<file path="src/rtl/mc_controller_pkg.sv">
// Shared definitions for the multicycle controller.
// Holds the FSM state enum, opcode and funct constants, the aluop
// encoding handed to the ALU decoder and the alucontrol encoding
// understood by the datapath ALU.
package mc_controller_pkg;

    typedef enum logic [3:0] {
        FETCH  = 4'd0,
        DECODE = 4'd1,
        MEMADR = 4'd2,
        MEMRD  = 4'd3,
        MEMWB  = 4'd4,
        MEMWR  = 4'd5,
        EXEC   = 4'd6,
        ALUWB  = 4'd7,
        BRANCH = 4'd8,
        ADDIEX = 4'd9,
        ADDIWB = 4'd10,
        JUMP   = 4'd11
    } state_t;

    localparam logic [5:0] OP_RTYPE = 6'b000000;
    localparam logic [5:0] OP_LW    = 6'b100011;
    localparam logic [5:0] OP_SW    = 6'b101011;
    localparam logic [5:0] OP_BEQ   = 6'b000100;
    localparam logic [5:0] OP_ADDI  = 6'b001000;
    localparam logic [5:0] OP_J     = 6'b000010;

    typedef enum logic [1:0] {
        ALUOP_ADD   = 2'b00,
        ALUOP_SUB   = 2'b01,
        ALUOP_FUNCT = 2'b10
    } aluop_t;

    localparam logic [5:0] FUNCT_ADD = 6'b100000;
    localparam logic [5:0] FUNCT_SUB = 6'b100010;
    localparam logic [5:0] FUNCT_AND = 6'b100100;
    localparam logic [5:0] FUNCT_OR  = 6'b100101;
    localparam logic [5:0] FUNCT_SLT = 6'b101010;

    localparam logic [4:0] ALU_AND = 5'd0;
    localparam logic [4:0] ALU_OR  = 5'd1;
    localparam logic [4:0] ALU_ADD = 5'd2;
    localparam logic [4:0] ALU_SUB = 5'd6;
    localparam logic [4:0] ALU_SLT = 5'd7;

endpackage

</file>
<file path="src/rtl/mc_controller_aludec.sv">
// ALU decoder for the multicycle controller.
// Ports:
//   aluop      in  2  operation class chosen by the FSM
//   funct      in  6  R-type function field
//   alucontrol out 5  operation code for the datapath ALU
module aludec
    import mc_controller_pkg::*;
(
    input  aluop_t     aluop,
    input  logic [5:0] funct,
    output logic [4:0] alucontrol
);

    // Address arithmetic and addi use add, beq uses subtract, and only
    // R-type looks at funct. Unknown funct codes fall back to add so the
    // ALU never sees an undefined operation.
    always_comb begin
        alucontrol = ALU_ADD;
        case (aluop)
            ALUOP_ADD: alucontrol = ALU_ADD;
            ALUOP_SUB: alucontrol = ALU_SUB;
            ALUOP_FUNCT: begin
                case (funct)
                    FUNCT_ADD: alucontrol = ALU_ADD;
                    FUNCT_SUB: alucontrol = ALU_SUB;
                    FUNCT_AND: alucontrol = ALU_AND;
                    FUNCT_OR:  alucontrol = ALU_OR;
                    FUNCT_SLT: alucontrol = ALU_SLT;
                    default:   alucontrol = ALU_ADD;
                endcase
            end
            default: alucontrol = ALU_ADD;
        endcase
    end

endmodule

</file>
<file path="src/rtl/mc_controller.sv">
// Multicycle MIPS-style controller: Moore FSM, memory wait counter with
// timeout, and datapath control decode.
// Ports:
//   clk, reset_n                 clock and async active-low reset
//   op, funct, zero, mem_ready   instruction fields, ALU flag, memory handshake
//   mem_req, iord, memwrite, irwrite, regdst, memtoreg, regwrite, alusrca,
//   alusrcb, pcsrc, pcen, alucontrol   datapath controls
//   illegal_op, mem_timeout      one-cycle error pulses
module mc_controller
    import mc_controller_pkg::*;
#(
    parameter int TIMEOUT_CYC = 16
) (
    input  logic       clk,
    input  logic       reset_n,
    input  logic [5:0] op,
    input  logic [5:0] funct,
    input  logic       zero,
    input  logic       mem_ready,
    output logic       mem_req,
    output logic       iord,
    output logic       memwrite,
    output logic       irwrite,
    output logic       regdst,
    output logic       memtoreg,
    output logic       regwrite,
    output logic       alusrca,
    output logic [1:0] alusrcb,
    output logic [1:0] pcsrc,
    output logic       pcen,
    output logic [4:0] alucontrol,
    output logic       illegal_op,
    output logic       mem_timeout
);

    localparam int CW = (TIMEOUT_CYC > 2) ? $clog2(TIMEOUT_CYC) : 1;
    localparam logic [CW-1:0] CNT_LIMIT = CW'(TIMEOUT_CYC - 1);

    state_t        state;
    state_t        state_next;
    logic [CW-1:0] cnt;
    logic          waiting;
    logic          timeout;
    logic          pcwrite;
    logic          branch;
    aluop_t        aluop;

    // A wait is any memory state whose access has not completed yet.
    // The timeout fires only on the last allowed cycle with no ready, so a
    // ready arriving on that same cycle still completes normally.
    assign waiting = (state == FETCH || state == MEMRD || state == MEMWR) && !mem_ready;
    assign timeout = reset_n && waiting && (cnt == CNT_LIMIT);

    // State register.
    always_ff @(posedge clk or negedge reset_n) begin
        if (!reset_n) begin
            state <= FETCH;
        end else begin
            state <= state_next;
        end
    end

    // Wait counter. Any state change restarts it, which covers entry into
    // every memory state; a timeout in FETCH stays in FETCH, so it is
    // cleared explicitly for the retried fetch.
    always_ff @(posedge clk or negedge reset_n) begin
        if (!reset_n) begin
            cnt <= '0;
        end else if (timeout || state_next != state) begin
            cnt <= '0;
        end else if (waiting) begin
            cnt <= cnt + 1'b1;
        end
    end

    // Next-state logic.
    always_comb begin
        state_next = state;
        case (state)
            FETCH:  state_next = mem_ready ? DECODE : FETCH;
            DECODE: begin
                case (op)
                    OP_LW, OP_SW: state_next = MEMADR;
                    OP_RTYPE:     state_next = EXEC;
                    OP_BEQ:       state_next = BRANCH;
                    OP_ADDI:      state_next = ADDIEX;
                    OP_J:         state_next = JUMP;
                    default:      state_next = FETCH;
                endcase
            end
            MEMADR: state_next = (op == OP_LW) ? MEMRD : MEMWR;
            MEMRD: begin
                if (mem_ready)    state_next = MEMWB;
                else if (timeout) state_next = FETCH;
            end
            MEMWB:  state_next = FETCH;
            MEMWR: begin
                if (mem_ready || timeout) state_next = FETCH;
            end
            EXEC:   state_next = ALUWB;
            ALUWB:  state_next = FETCH;
            BRANCH: state_next = FETCH;
            ADDIEX: state_next = ADDIWB;
            ADDIWB: state_next = FETCH;
            JUMP:   state_next = FETCH;
            default: state_next = FETCH;
        endcase
    end

    // Output decode. The FETCH write strobes are gated by reset_n so a
    // held reset with mem_ready high cannot load the IR or PC, and the
    // store strobe drops on the abandoning cycle of a timed-out write.
    always_comb begin
        mem_req    = 1'b0;
        iord       = 1'b0;
        memwrite   = 1'b0;
        irwrite    = 1'b0;
        regdst     = 1'b0;
        memtoreg   = 1'b0;
        regwrite   = 1'b0;
        alusrca    = 1'b0;
        alusrcb    = 2'b00;
        pcsrc      = 2'b00;
        pcwrite    = 1'b0;
        branch     = 1'b0;
        aluop      = ALUOP_ADD;
        illegal_op = 1'b0;
        case (state)
            FETCH: begin
                mem_req = 1'b1;
                alusrcb = 2'b01;
                irwrite = mem_ready && reset_n;
                pcwrite = mem_ready && reset_n;
            end
            DECODE: begin
                alusrcb = 2'b11;
                case (op)
                    OP_LW, OP_SW, OP_RTYPE, OP_BEQ, OP_ADDI, OP_J: illegal_op = 1'b0;
                    default: illegal_op = 1'b1;
                endcase
            end
            MEMADR: begin
                alusrca = 1'b1;
                alusrcb = 2'b10;
            end
            MEMRD: begin
                mem_req = 1'b1;
                iord    = 1'b1;
            end
            MEMWB: begin
                memtoreg = 1'b1;
                regwrite = 1'b1;
            end
            MEMWR: begin
                mem_req  = 1'b1;
                iord     = 1'b1;
                memwrite = !timeout;
            end
            EXEC: begin
                alusrca = 1'b1;
                aluop   = ALUOP_FUNCT;
            end
            ALUWB: begin
                regdst   = 1'b1;
                regwrite = 1'b1;
            end
            BRANCH: begin
                alusrca = 1'b1;
                aluop   = ALUOP_SUB;
                pcsrc   = 2'b01;
                branch  = 1'b1;
            end
            ADDIEX: begin
                alusrca = 1'b1;
                alusrcb = 2'b10;
            end
            ADDIWB: regwrite = 1'b1;
            JUMP: begin
                pcsrc   = 2'b10;
                pcwrite = 1'b1;
            end
            default: begin
                mem_req = 1'b0;
            end
        endcase
    end

    assign pcen        = pcwrite || (branch && zero);
    assign mem_timeout = timeout;

    aludec u_aludec (
        .aluop      (aluop),
        .funct      (funct),
        .alucontrol (alucontrol)
    );

endmodule

</file>
<file path="config.mk">
export PLATFORM = sky130hd
export DESIGN_NAME = mc_controller
export DESIGN_NICKNAME = d
export VERILOG_FILES = /design/src/rtl/mc_controller_pkg.sv /design/src/rtl/mc_controller_aludec.sv /design/src/rtl/mc_controller.sv
export SDC_FILE = /design/constraint.sdc
export NUM_CORES = 1
export LEC_CHECK = 0
export CAP_MARGIN = 20
export CORE_UTILIZATION = 42
export CTS_CLUSTER_DIAMETER = 60
export CTS_CLUSTER_SIZE = 24
export DETAILED_ROUTE_END_ITERATION = 12
export PLACE_DENSITY = 0.8
export SYNTH_ARGS = -nofsm -noshare
export SYNTH_HDL_FRONTEND = slang
export SYNTH_SLANG_ARGS = --single-unit
</file>
<file path="constraint.sdc">
create_clock -name clk -period 2.4 [get_ports clk]
set_input_delay 0.48 -clock clk [delete_from_list [all_inputs] [get_ports clk]]
set_output_delay 0.48 -clock clk [all_outputs]
set_load 0.05 [all_outputs]
</file>
==> results of run 1 <==
==> area by class of cell <==
type	count	area, sq um
Multi-Input combinational cell	87	636
Timing Repair Buffer	51	529
Fill cell	113	330
Sequential cell	8	201
Inverter	8	32.5
Tap cell	25	31.3
Clock buffer	3	22.5
==> routing by layer <==
| layer | track usage | routed length (um) | vias up |
|---|---|---|---|
| li1 | - | - | 486 |
| met1 | 0.280 | 1110 | 486 |
| met3 | 0.0549 | 202 | 12 |
| met5 | 0 | 0 | - |
| met2 | 0.514 | 1590 | 63 |
| met4 | 0.176 | 100 | 0 |
==> logic make-up (layout without fill, tap and decap cells) <==
kind of cell               count (synthesis)  after routing  synth area share
DFF                                        8              8             0.241
other                                      1              2           0.00451
xor gates and xnor gates                   4              4            0.0511
AOI/OAI and AO/OA                         18             18             0.150
muxes                                      1              1            0.0135
and+or+nand+nor                           59             59             0.399
adders and majority gates                  3              3            0.0451
buffers and inverters                     16             62            0.0962
==> what timing repair did <==
item	CTS	global route
gates resized for setup	7	5
setup buffers	2	2
pin swaps	3	8
setup endpoints to repair	4	7
cloned	0	0
==> worst paths after layout <==
kind                                 endpoint  startpoint  slack [ns]  depth (start not counted)
worst max-delay path            alucontrol[2]    state[3]       -0.22                          7
worst min-delay path                   cnt[0]      cnt[0]        0.47                          1
worst max register to register         cnt[2]    state[1]        0.56                          6
max in group asynchronous              cnt[2]     reset_n        1.70                          2
min in group asynchronous            state[2]     reset_n        0.58                          2
worst min register to register         cnt[0]      cnt[0]        0.47                          1
==> power groups by stage <==
stage / clock network [mW] / logic (mW) / registers [mW]
final: 0.112 / 0.374 / 0.160
after global routing: 0.113 / 0.399 / 0.161
after CTS: 0.108 / 0.364 / 0.158
after detailed placement: 0 / 0.358 / 0.160
after global placement: 0 / 0.349 / 0.159
after floorplan: 0 / 0.226 / 0.156
==> placed cells by master, fill, tap and decap left out, drive strengths merged, types with 2 or more instances in the layout <==
cell type / Yosys / routed
o21ai: 2 / 2
nand2: 5 / 5
conb: 1 / 2
or2b: 2 / 2
nand2b: 5 / 5
or4: 2 / 2
nor4: 4 / 4
or3b: 2 / 2
or3: 4 / 4
nand3: 3 / 3
ha: 3 / 3
dfrtp: 8 / 8
a21oi: 4 / 4
nor2: 16 / 16
buf: 6 / 35
clkbuf: 2 / 3
inv: 8 / 8
o22ai: 4 / 4
clkdlybuf4s50: 0 / 15
nor3: 7 / 7
xor2: 3 / 3
==> sequential cells by signal (all words and copies together) (netlist names) <==
name	count
cnt	4
state	4
==> metrics by stage <==
step,hold slack (ns),utilization,instance area [sq um],worst slack (ns),total power [mW]
floorplan,0.184,-,867,-0.333,0.382
global placement,0.445,0.752,1340,0.0366,0.508
detailed placement,0.467,0.752,1340,-0.00292,0.518
CTS,0.473,0.795,1420,-0.167,0.630
global route,0.487,0.815,1450,-0.277,0.673
finish,0.470,0.815,1450,-0.218,0.645
==> impl_metrics.csv, run 1 <==
group,metric,value,unit
timing,setup_ws,-0.218,ns
synth,ys_seq_elements,8,
drt,wl,3000,um
placement,dp.cells,175,
drt,via_count,1047,
critical_path,arrival,2.14,ns
timing,min_period,2.62,ns
synth,syn_area,832,sq um
synth,ys.flop_type,"dfrtp_1",
timing,fmax,0.382,GHz
critical_path,worst-setup-path-type,"flop to output port",
floorplanning,ios,36,
synth,synth-edff-count,0,
job,maxCapViolCount,0,
cells_and_area,syn2layout_area_growth,74.6,%
grt,grt_max_degree,16,
floorplanning,die_w,46.5,um
clock_network,clk_latency,0.28,ns
critical_path,crit_buf_inv,2,
synth,yosysWarnings,0,
drt,drtPass1Iterations,5,
critical_path,crit_path_start_kind,"flop",
clock_network,cts_buffer_depth,2,
drt,viasPerCell,5.75,
clock_network,holdBufCountCts,0,
timing,slew_viol_final,0,
critical_path,worstPathMaxFanout,3,
status,violations,"negative setup slack",
timing,hold_viol,0,
drt,wl_per_cell,16.5,um
synth,synth_area_leaders,"dfrtp_1 (24%), nor2_1 (7.2%), buf_4 (4.5%), ha_1 (4.5%), nand2b_1 (3.8%)",
floorplanning,coreArea,1780,sq um
synth,syn_inst,110,
synth,synth_top_area_frac,0.241,
timing,slew_headroom,0.663,
critical_path,crit_chain,"or2b_1, or3_4, inv_4, ha_4, nand3b_1, o22ai_2, buf_12",
timing,worst_pin_slew,0.505,ns
placement,dpl.hpwl,1980,um
pwr,share_seq_of_total_power,0.248,
synth,syn_avg_cell_area,7.56,sq um
critical_path,cp_top_family,"simple AND/OR/NAND/NOR gates",
synth,synth_largest_area_cell,"dfrtp_1",
grt,grt_pass1_wl,4130,um
critical_path,cp-end-kind,"output port",
floorplanning,rows,15,
timing,fin_skew,0.0177,ns
floorplanning,dieHeight,46.5,um
synth,synthArstFlopShare,1.00,
placement,gp_congestion,0.755,
clock_network,h-tree-depth,1,
cells_and_area,diodes,0,
worst_hold_path,hold_path.class,"flop to flop",
cells_and_area,fin_nets,178,
synth,yosysSeqAreaShare,0.241,
synth,yosysMostFrequentCell,"nor2_1",
critical_path,crit_path_max_incr_delay,0.39,ns
pwr,p_int,357,uW
cells_and_area,drive_above_1_share,0.369,
timing,finalCritPeriodShare,1.09,
clock_network,cts_tree,"yes",
pwr,netSwitchingFraction,0.447,
pwr,p_leak,0.621,nW
clock_network,clock_sinks,8,
pwr,power_density,444,nW/um^2
clock_network,root_buffer,"clkbuf_4",
pwr,irDropWorstVdd,0.329,mV
grt,grt_overflow,0,
clock_network,clkTransAtPathRegs,0.06,ns
drt,drc,0,
pwr,p_switching,288,uW
timing,setup_tns,-0.490,ns
cells_and_area,stdcell_count,182,
placement,port_buffers,33,
timing,rsz0062_at_grt,"true",
grt,track_usage,0.280,
critical_path,slowest_stage,"dfrtp_1",
pwr,p_comb_frac,0.579,
synth,ys_types,43,
floorplanning,die-area,2160,sq um
status,status,"finished, violations left",
critical_path,cp_data_required_time,1.92,ns
clock_network,cts_buffers,3,
grt,antenna_found_initial,0,
drt,drt_first_iter_violations,39,
floorplanning,initial_core_util,0.467,
timing,setup_viol,4,
grt,grt_pass1_vias,976,
pwr,clockPowerShare,0.173,
synth,synth_common_cells,"nor2_1 (16), dfrtp_1 (8), inv_1 (8)",
drt,ant_nets,0,
Note: power is estimated with default switching activity, not from simulation.
==> inputs of run 2 (changes only) <==
--- a/config.mk
+++ b/config.mk
@@ -6,11 +6,12 @@
 export NUM_CORES = 1
 export LEC_CHECK = 0
 export CAP_MARGIN = 20
-export CORE_UTILIZATION = 42
+export CORE_UTILIZATION = 35
 export CTS_CLUSTER_DIAMETER = 60
 export CTS_CLUSTER_SIZE = 24
 export DETAILED_ROUTE_END_ITERATION = 12
-export PLACE_DENSITY = 0.8
+export PLACE_DENSITY = 0.68
+export SETUP_SLACK_MARGIN = 0.02
 export SYNTH_ARGS = -nofsm -noshare
 export SYNTH_HDL_FRONTEND = slang
 export SYNTH_SLANG_ARGS = --single-unit
==> impl_metrics.csv, run 2 (synthesis results as in run 1) <==
group,metric,value,unit
status,status,"finished, violations left",
status,violations,"negative setup slack",
worst_hold_path,hold_path.class,"input pin to asynchronous set/reset pin",
critical_path,cp-end-kind,"output port",
critical_path,slowest_stage,"dfrtp_1",
clock_network,root_buffer,"clkbuf_4",
timing,setup_viol,2,
placement,port_buffers,33,
placement,dp.cells,178,
cells_and_area,fin_nets,180,
pwr,p_leak,0.649,nW
critical_path,cp_top_family,"simple AND/OR/NAND/NOR gates",
timing,slew_viol_final,0,
clock_network,clk_latency,0.25,ns
drt,via_count,996,
pwr,p_comb_frac,0.598,
critical_path,crit_path_max_incr_delay,0.37,ns
clock_network,clkTransAtPathRegs,0.05,ns
pwr,p_switching,273,uW
pwr,clockPowerShare,0.155,
drt,drt_first_iter_violations,16,
cells_and_area,drive_above_1_share,0.377,
floorplanning,die-area,2580,sq um
placement,gp_congestion,0.811,
timing,setup_ws,-0.152,ns
placement,dpl.hpwl,1830,um
pwr,irDropWorstVdd,0.383,mV
drt,drc,0,
timing,rsz0062_at_grt,"true",
critical_path,crit_start,"state[3]",
critical_path,arrival,2.07,ns
critical_path,crit_path_start_kind,"flop",
job,maxCapViolCount,0,
floorplanning,rows,17,
clock_network,cts_tree,"yes",
critical_path,crit_buf_inv,2,
cells_and_area,layout_commonest_cell,"buf_4",
clock_network,h-tree-depth,1,
pwr,netSwitchingFraction,0.430,
drt,viasPerCell,5.33,
timing,fmax,0.392,GHz
clock_network,cts_buffers,3,
floorplanning,initial_core_util,0.373,
timing,min_period,2.55,ns
floorplanning,dieHeight,50.8,um
clock_network,clock_sinks,8,
floorplanning,coreArea,2230,sq um
grt,grt_pass1_wl,3950,um
cells_and_area,layout_common_cells,"buf_4 (27), nor2_1 (14), clkdlybuf4s50_1 (14), buf_12 (9), dfrtp_1 (8)",
critical_path,crit_chain,"or2b_1, or3_4, inv_2, ha_4, nand3b_1, o22ai_2, buf_12",
clock_network,cts_buffer_depth,2,
grt,grt_max_degree,16,
pwr,power_density,425,nW/um^2
critical_path,cp_data_required_time,1.92,ns
floorplanning,die_w,50.8,um
grt,grt_overflow,0,
pwr,power.total,636,uW
timing,fin_skew,0.00221,ns
drt,drtPass1Iterations,4,
cells_and_area,syn2layout_area_growth,79.5,%
critical_path,r2r-start,"state[2]",
critical_path,worstPathMaxFanout,3,
pwr,share_seq_of_total_power,0.248,
cells_and_area,stdcell_count,187,
pwr,p_int,362,uW
cells_and_area,diodes,0,
cells_and_area,utilization,0.669,
grt,grt_pass1_vias,991,
drt,wl,2360,um
cells_and_area,top_regs,"cnt x4, state x4",
grt,antenna_found_initial,0,
drt,ant_nets,0,
grt,track_usage,0.204,
drt,wl_per_cell,12.6,um
critical_path,worst-setup-path-type,"flop to output port",
floorplanning,ios,36,
timing,finalCritPeriodShare,1.06,
timing,hold_viol,0,
-- run 2: worst register-to-register path, delay by kind of cell, from the launching register on --
family,cells,cell delay [ns]
simple gates,1,0.49
flops,1,0.38
buf+inv,2,0.30
compound gates,2,0.27
xor+xnor,1,0.20
-- run 2: power groups by stage --
stage	combinational (mW)	clock [mW]	sequential (mW)
finish	0.380	0.0983	0.157
global route	0.407	0.107	0.159
CTS	0.366	0.102	0.156
detailed placement	0.360	0	0.158
global placement	0.355	0	0.158
floorplan	0.226	0	0.156
-- run 2: metrics by stage --
stage          setup slack (ns)  TNS, ns  hold WS [ns]  area [sq um]
6_report                 -0.152   -0.224         0.238          1490
5_1_grt                  -0.226   -0.384         0.252          1490
4_1_cts                  -0.173   -0.317         0.462          1420
3_5_place_dp            -0.0546  -0.0546         0.455          1360
3_3_place_gp             0.0245        0         0.447          1360
2_1_floorplan            -0.333   -0.749         0.184           867
-- run 2: cell type report --
cell class,instances,area [sq um]
fill,189,739
inverter,8,30.0
multi-input combinational,87,648
timing repair buffer,53,558
sequential,8,200
tap,28,35.0
clock buffer,3,22.5
-- run 2: path summary, 6_finish.rpt --
check / to / slack, ns / cells past startpoint
setup / recovery: alucontrol[2] / -0.15 / 7
hold / removal: state[0] / 0.24 / 2
hold reg to reg: cnt[0] / 0.46 / 1
min in group clk: cnt[0] / 0.46 / 1
max in group asynchronous: cnt[0] / 2.04 / 2
setup reg to reg: cnt[2] / 0.68 / 6
-- run 2: routing by layer --
layer / up-vias / routed length [um] / GRT usage
li1: 486 / - / -
met1: 479 / 909 / 0.193
met2: 26 / 1300 / 0.400
met3: 5 / 112 / 0.0545
met4: 0 / 36 / 0.0926
met5: - / 0 / 0
-- run 2: repair_timing --
item / CTS / global route
endpoints found under the setup margin: 4 / 6
gates resized for setup: 5 / 9
pin swaps: 3 / 6
setup buffers: 2 / 4
hold buffers: 0 / 0
